$ cat src/rtl/imem_loader.sv
// Boot loader for the instruction memory: packs a little-endian byte stream into
// 32-bit words, writes them from address 0 and holds the CPU until a program is present.
module imem_loader #(
    parameter int unsigned ADDR_W   = 6,
    parameter logic [31:0] NOP_WORD = 32'h00000013
) (
    input  logic              clk,
    input  logic              rst,
    input  logic              start,
    input  logic [ADDR_W:0]   word_count,
    input  logic              byte_valid,
    input  logic [7:0]        byte_data,
    output logic              byte_ready,
    input  logic [ADDR_W-1:0] cpu_addr,
    output logic [31:0]       cpu_data,
    output logic              cpu_hold,
    output logic [ADDR_W-1:0] mem_raddr,
    input  logic [31:0]       mem_rdata,
    output logic              mem_we,
    output logic [ADDR_W-1:0] mem_waddr,
    output logic [31:0]       mem_wdata,
    output logic              busy,
    output logic              done,
    output logic [ADDR_W:0]   loaded_words
);

    localparam int unsigned CNT_W = ADDR_W + 1;
    localparam logic [CNT_W-1:0] DEPTH = CNT_W'(1 << ADDR_W);

    localparam logic [1:0] S_IDLE  = 2'd0;
    localparam logic [1:0] S_RECV  = 2'd1;
    localparam logic [1:0] S_WRITE = 2'd2;

    logic [1:0]       state;
    logic [1:0]       state_nxt;
    logic [CNT_W-1:0] target;
    logic [1:0]       byte_idx;
    logic [31:0]      word_buf;
    logic             prog_valid;

    logic             start_fire_c;
    logic             byte_fire_c;
    logic             last_word_c;
    logic [CNT_W-1:0] target_c;

    // Next-state logic; byte acceptance is qualified by the registered byte_ready.
    always_comb begin
        start_fire_c = start && (state == S_IDLE);
        target_c     = (word_count > DEPTH) ? DEPTH : word_count;
        byte_fire_c  = byte_valid && byte_ready;
        last_word_c  = ((loaded_words + CNT_W'(1)) == target);
        state_nxt    = state;
        case (state)
            S_IDLE:  if (start_fire_c && (target_c != '0)) state_nxt = S_RECV;
            S_RECV:  if (byte_fire_c && (byte_idx == 2'd3)) state_nxt = S_WRITE;
            S_WRITE: state_nxt = last_word_c ? S_IDLE : S_RECV;
            default: state_nxt = S_IDLE;
        endcase
    end

    always_ff @(posedge clk) begin
        if (rst) begin
            state        <= S_IDLE;
            target       <= '0;
            byte_idx     <= '0;
            word_buf     <= '0;
            prog_valid   <= 1'b0;
            loaded_words <= '0;
            done         <= 1'b0;
            byte_ready   <= 1'b0;
            busy         <= 1'b0;
            mem_we       <= 1'b0;
        end else begin
            state      <= state_nxt;
            byte_ready <= (state_nxt == S_RECV);
            busy       <= (state_nxt != S_IDLE);
            mem_we     <= (state_nxt == S_WRITE);
            done       <= 1'b0;

            if (start_fire_c) begin
                target       <= target_c;
                loaded_words <= '0;
                byte_idx     <= '0;
                // An empty load completes immediately; otherwise the CPU stays held.
                prog_valid   <= (target_c == '0);
                done         <= (target_c == '0);
            end

            if (byte_fire_c) begin
                word_buf[{byte_idx, 3'b000} +: 8] <= byte_data;
                byte_idx                          <= byte_idx + 2'd1;
            end

            if (state == S_WRITE) begin
                loaded_words <= loaded_words + CNT_W'(1);
                if (last_word_c) begin
                    prog_valid <= 1'b1;
                    done       <= 1'b1;
                end
            end
        end
    end

    assign mem_waddr = loaded_words[ADDR_W-1:0];
    assign mem_wdata = word_buf;
    assign mem_raddr = cpu_addr;
    assign cpu_hold  = busy || !prog_valid;
    assign cpu_data  = cpu_hold ? NOP_WORD : mem_rdata;

endmodule
$ cat config.mk
export PLATFORM = sky130hd
export DESIGN_NAME = imem_loader
export DESIGN_NICKNAME = d
export VERILOG_FILES = /design/src/rtl/imem_loader.sv
export SDC_FILE = /design/constraint.sdc
export NUM_CORES = 1
export LEC_CHECK = 0
export ABC_AREA = 1
export CAP_MARGIN = 30
export CORE_MARGIN = 4
export CORE_UTILIZATION = 43
export CTS_BUF_LIST = sky130_fd_sc_hd__clkbuf_4 sky130_fd_sc_hd__clkbuf_8 sky130_fd_sc_hd__clkbuf_16
export DETAILED_ROUTE_END_ITERATION = 8
export PLACE_DENSITY = 0.86
export SLEW_MARGIN = 20
export SYNTH_ARGS = -nofsm -noshare
export SYNTH_HDL_FRONTEND = slang
export SYNTH_SLANG_ARGS = --single-unit
$ cat constraint.sdc
create_clock -name clk -period 5.5 [get_ports clk]
set_input_delay 0.825 -clock clk [delete_from_list [all_inputs] [get_ports clk]]
set_output_delay 0.825 -clock clk [all_outputs]
set_load 0.02 [all_outputs]
==> results.py <==
metrics = {
    "run_status": {
        "status": "finished clean",
    },
    "grt": {
        "grt_pass1_vias": 2842,
        "grt_use_total": 0.208,
        "antenna_found_initial": 0,
        "overflow": 0,
        "grt_max_degree": 34,
        "grt_pass1_wl_mm": 13.0,
        "grt_use_met3": 0.0438,
        "use_met1": 0.236,
        "grt.met2_usage": 0.389,
        "gr-max-usage-layer": "met2",
    },
    "floorplanning": {
        "die_area_sq_mm": 0.00779,
        "std_cell_rows": 28,
        "die_x_um": 88.2,
        "core-area_sq_mm": 0.00610,
        "die_y_um": 88.2,
        "num_io_pins": 145,
        "initial_core_util": 0.454,
    },
    "setup_path": {
        "cp_slowest_cell": "inv_1",
        "crit_arrival_ps": 2150,
        "path_cells": "inv_1 -> nor2_1 -> inv_1 -> or2_2 -> clkdlybuf4s50_1",
        "crit_type": "reg2out",
        "cp.required_ps": 4680,
        "end_kind": "output port",
        "crit_top_cell": "inv_1",
        "cp_max_fo": 33,
        "start_kind": "flop",
        "crit_path_max_incr_delay_ps": 610,
    },
    "routing": {
        "drc_errors": 0,
        "finalWirelength_mm": 8.11,
        "drt_iter0_drc": 161,
        "antenna_left": 0,
        "vias": 3003,
        "dr.pass1.iters": 6,
        "vias_per_cell": 4.95,
        "wl_per_cell_um": 13.4,
    },
    "pwr": {
        "power.internal_mw": 0.554,
        "vdd_drop_max_mv": 0.166,
        "power_mw": 0.740,
        "p_switching_mw": 0.187,
        "p_seq_frac": 0.556,
        "power_density_mw_per_mm2": 179,
        "combinationalPowerShare": 0.143,
        "p_sw_frac": 0.252,
        "p_leak_nw": 1.63,
        "clkPwrFrac": 0.301,
    },
    "layout": {
        "nets": 594,
        "drive_above_1_share": 0.0451,
        "area_growth_pct": 49.2,
        "stdcell_count": 607,
        "antenna_cells": 0,
    },
    "timing": {
        "fin_ws_ps": 2520,
        "period_minus_slack_ps": 2980,
        "final_max_slew_viol_count": 0,
        "tightest_slew_ps": 844,
        "rsz0062_at_grt": "false",
        "fmax_mhz": 336,
        "slew_headroom": 0.437,
        "period_share": 0.542,
        "tns_ps": 0,
        "finalSetupViolations": 0,
        "fin_skew_ps": 6.54,
        "hold_viol_final": 0,
        "whs_ps": 454,
    },
    "synthesis": {
        "syn_inst": 417,
        "synth_fp_nets": 480,
        "yosysTopAreaCell": "dfxtp_1",
        "synth-seq-area-share": 0.398,
        "yosysTopAreaCellShare": 0.398,
        "yosys-top-cells-area": "dfxtp_1 (40%), nand2_1 (14%), a21oi_1 (8.9%), inv_1 (7.6%), nor2_1 (7.5%)",
        "ys_seq_elements": 55,
        "syn_area_sq_mm": 0.00277,
        "syn_avg_cell_area_sq_um": 6.64,
        "yosys_warnings": 0,
        "ys_types": 27,
    },
    "clock_tree": {
        "cts_root_buf": "clkbuf_8",
        "cts_setup_buffers": 0,
        "cts_buffers": 5,
        "hold_buffers": 0,
        "clkSlewWorstSetupHoldPaths_ps": 100,
        "cts_tree": "done",
        "worstSkewPairLatency_ps": 300,
        "htree_num_levels": 2,
        "clock_path_buffers": 2,
        "cts_resized": 0,
        "numClockSinks": 55,
    },
    "place": {
        "dp_hpwl_mm": 6.50,
        "portBuffers": 132,
        "placedCellCount": 599,
        "post-place-ws_ps": 2550,
        "routabilityCongestion": 0.879,
    },
    "run": {
        "drv_cap": 0,
    },
    "min_path": {
        "hold_path_class": "reg2reg",
    },
}
==> state kept, by name (all words and copies together) (netlist names), 2 cells and up <==
| signal | flops |
|---|---|
| byte_idx | 2 |
| loaded_words | 7 |
| state | 2 |
| target | 7 |
| mem_wdata | 32 |
==> layout make-up <==
class	count	area, sq um
clock buffer	6	76.3
clock inverter	2	12.5
fill	513	1960
inverter	58	218
multi-input combinational	278	1300
sequential	55	1100
tap	75	93.8
timing repair buffer	133	1330
==> cells by family after synthesis <==
family                     Yosys count  synth area share
AOI/OAI and AO/OA                   58             0.108
xor gates and xnor gates             2           0.00633
adders and majority gates            6            0.0271
buffers and inverters               84             0.132
DFF                                 55             0.398
and+or+nand+nor                    212             0.328
==> Yosys cell counts <==
master / count
o21ai_0: 5
buf_1: 1
inv_1: 56
buf_2: 2
dfxtp_1: 55
or3_1: 8
nor2_1: 55
nor4_1: 2
nand3_2: 1
o21a_1: 2
buf_4: 13
nor2_2: 4
a211oi_1: 2
nand4_1: 3
nand3_1: 22
xnor2_1: 1
inv_2: 2
nor2_4: 1
nor3b_1: 1
a21oi_1: 49
nand3b_1: 2
or2_2: 4
xor2_1: 1
nand2_1: 106
nand2_2: 3
ha_1: 6
clkbuf_1: 10
==> per-layer routing <==
layer / vias to the layer above / share of wire
met2: 133 / 0.51
met4: 0 / 0.016
met1: 1345 / 0.38
met3: 14 / 0.090
li1: 1511 / -
met5: - / 0
==> metrics by stage <==
step,cell area [sq um],util
2_1_floorplan,2770,-
3_3_place_gp,4040,0.663
3_5_place_dp,4040,0.663
4_1_cts,4130,0.678
5_1_grt,4130,0.678
6_report,4130,0.678
==> placed cells by master, fill, tap and decap left out, types with 4 or more instances in the layout <==
| cell type | netlist | routed |
|---|---|---|
| a21oi_1 | 49 | 49 |
| o21ai_0 | 5 | 5 |
| nand3_1 | 22 | 22 |
| nor2_2 | 4 | 4 |
| clkbuf_8 | 0 | 5 |
| or3_1 | 8 | 8 |
| inv_1 | 56 | 56 |
| or2_2 | 4 | 4 |
| nor2_1 | 55 | 55 |
| clkdlybuf4s50_1 | 0 | 132 |
| dfxtp_1 | 55 | 55 |
| nand2_1 | 106 | 106 |
| ha_1 | 6 | 6 |
==> critical path, delay by kind of cell, from the launching register on <==
family,cells,cell delay (ps)
DFF,1,320
buffers and inverters,3,1260
and+or+nand+nor,2,260
==> power groups by stage <==
stage          Clock, mW  Sequential, mW  Combinational, mW
2_1_floorplan          0           0.425             0.0482
3_3_place_gp           0           0.420              0.104
3_5_place_dp           0           0.421              0.106
4_1_cts            0.226           0.412              0.106
5_1_grt            0.241           0.413              0.116
6_report           0.222           0.412              0.106
==> path summary, 6_finish.rpt <==
path / slack (ps) / start / to / depth (start not counted)
setup / recovery: 2520 / prog_valid / cpu_data[0] / 5
hold / removal: 450 / state[1] / state[1] / 1
setup reg to reg: 3430 / byte_idx[0] / mem_wdata[1] / 6
hold reg to reg: 450 / state[1] / state[1] / 1
No activity file was read; power rests on OpenSTA's default activity.
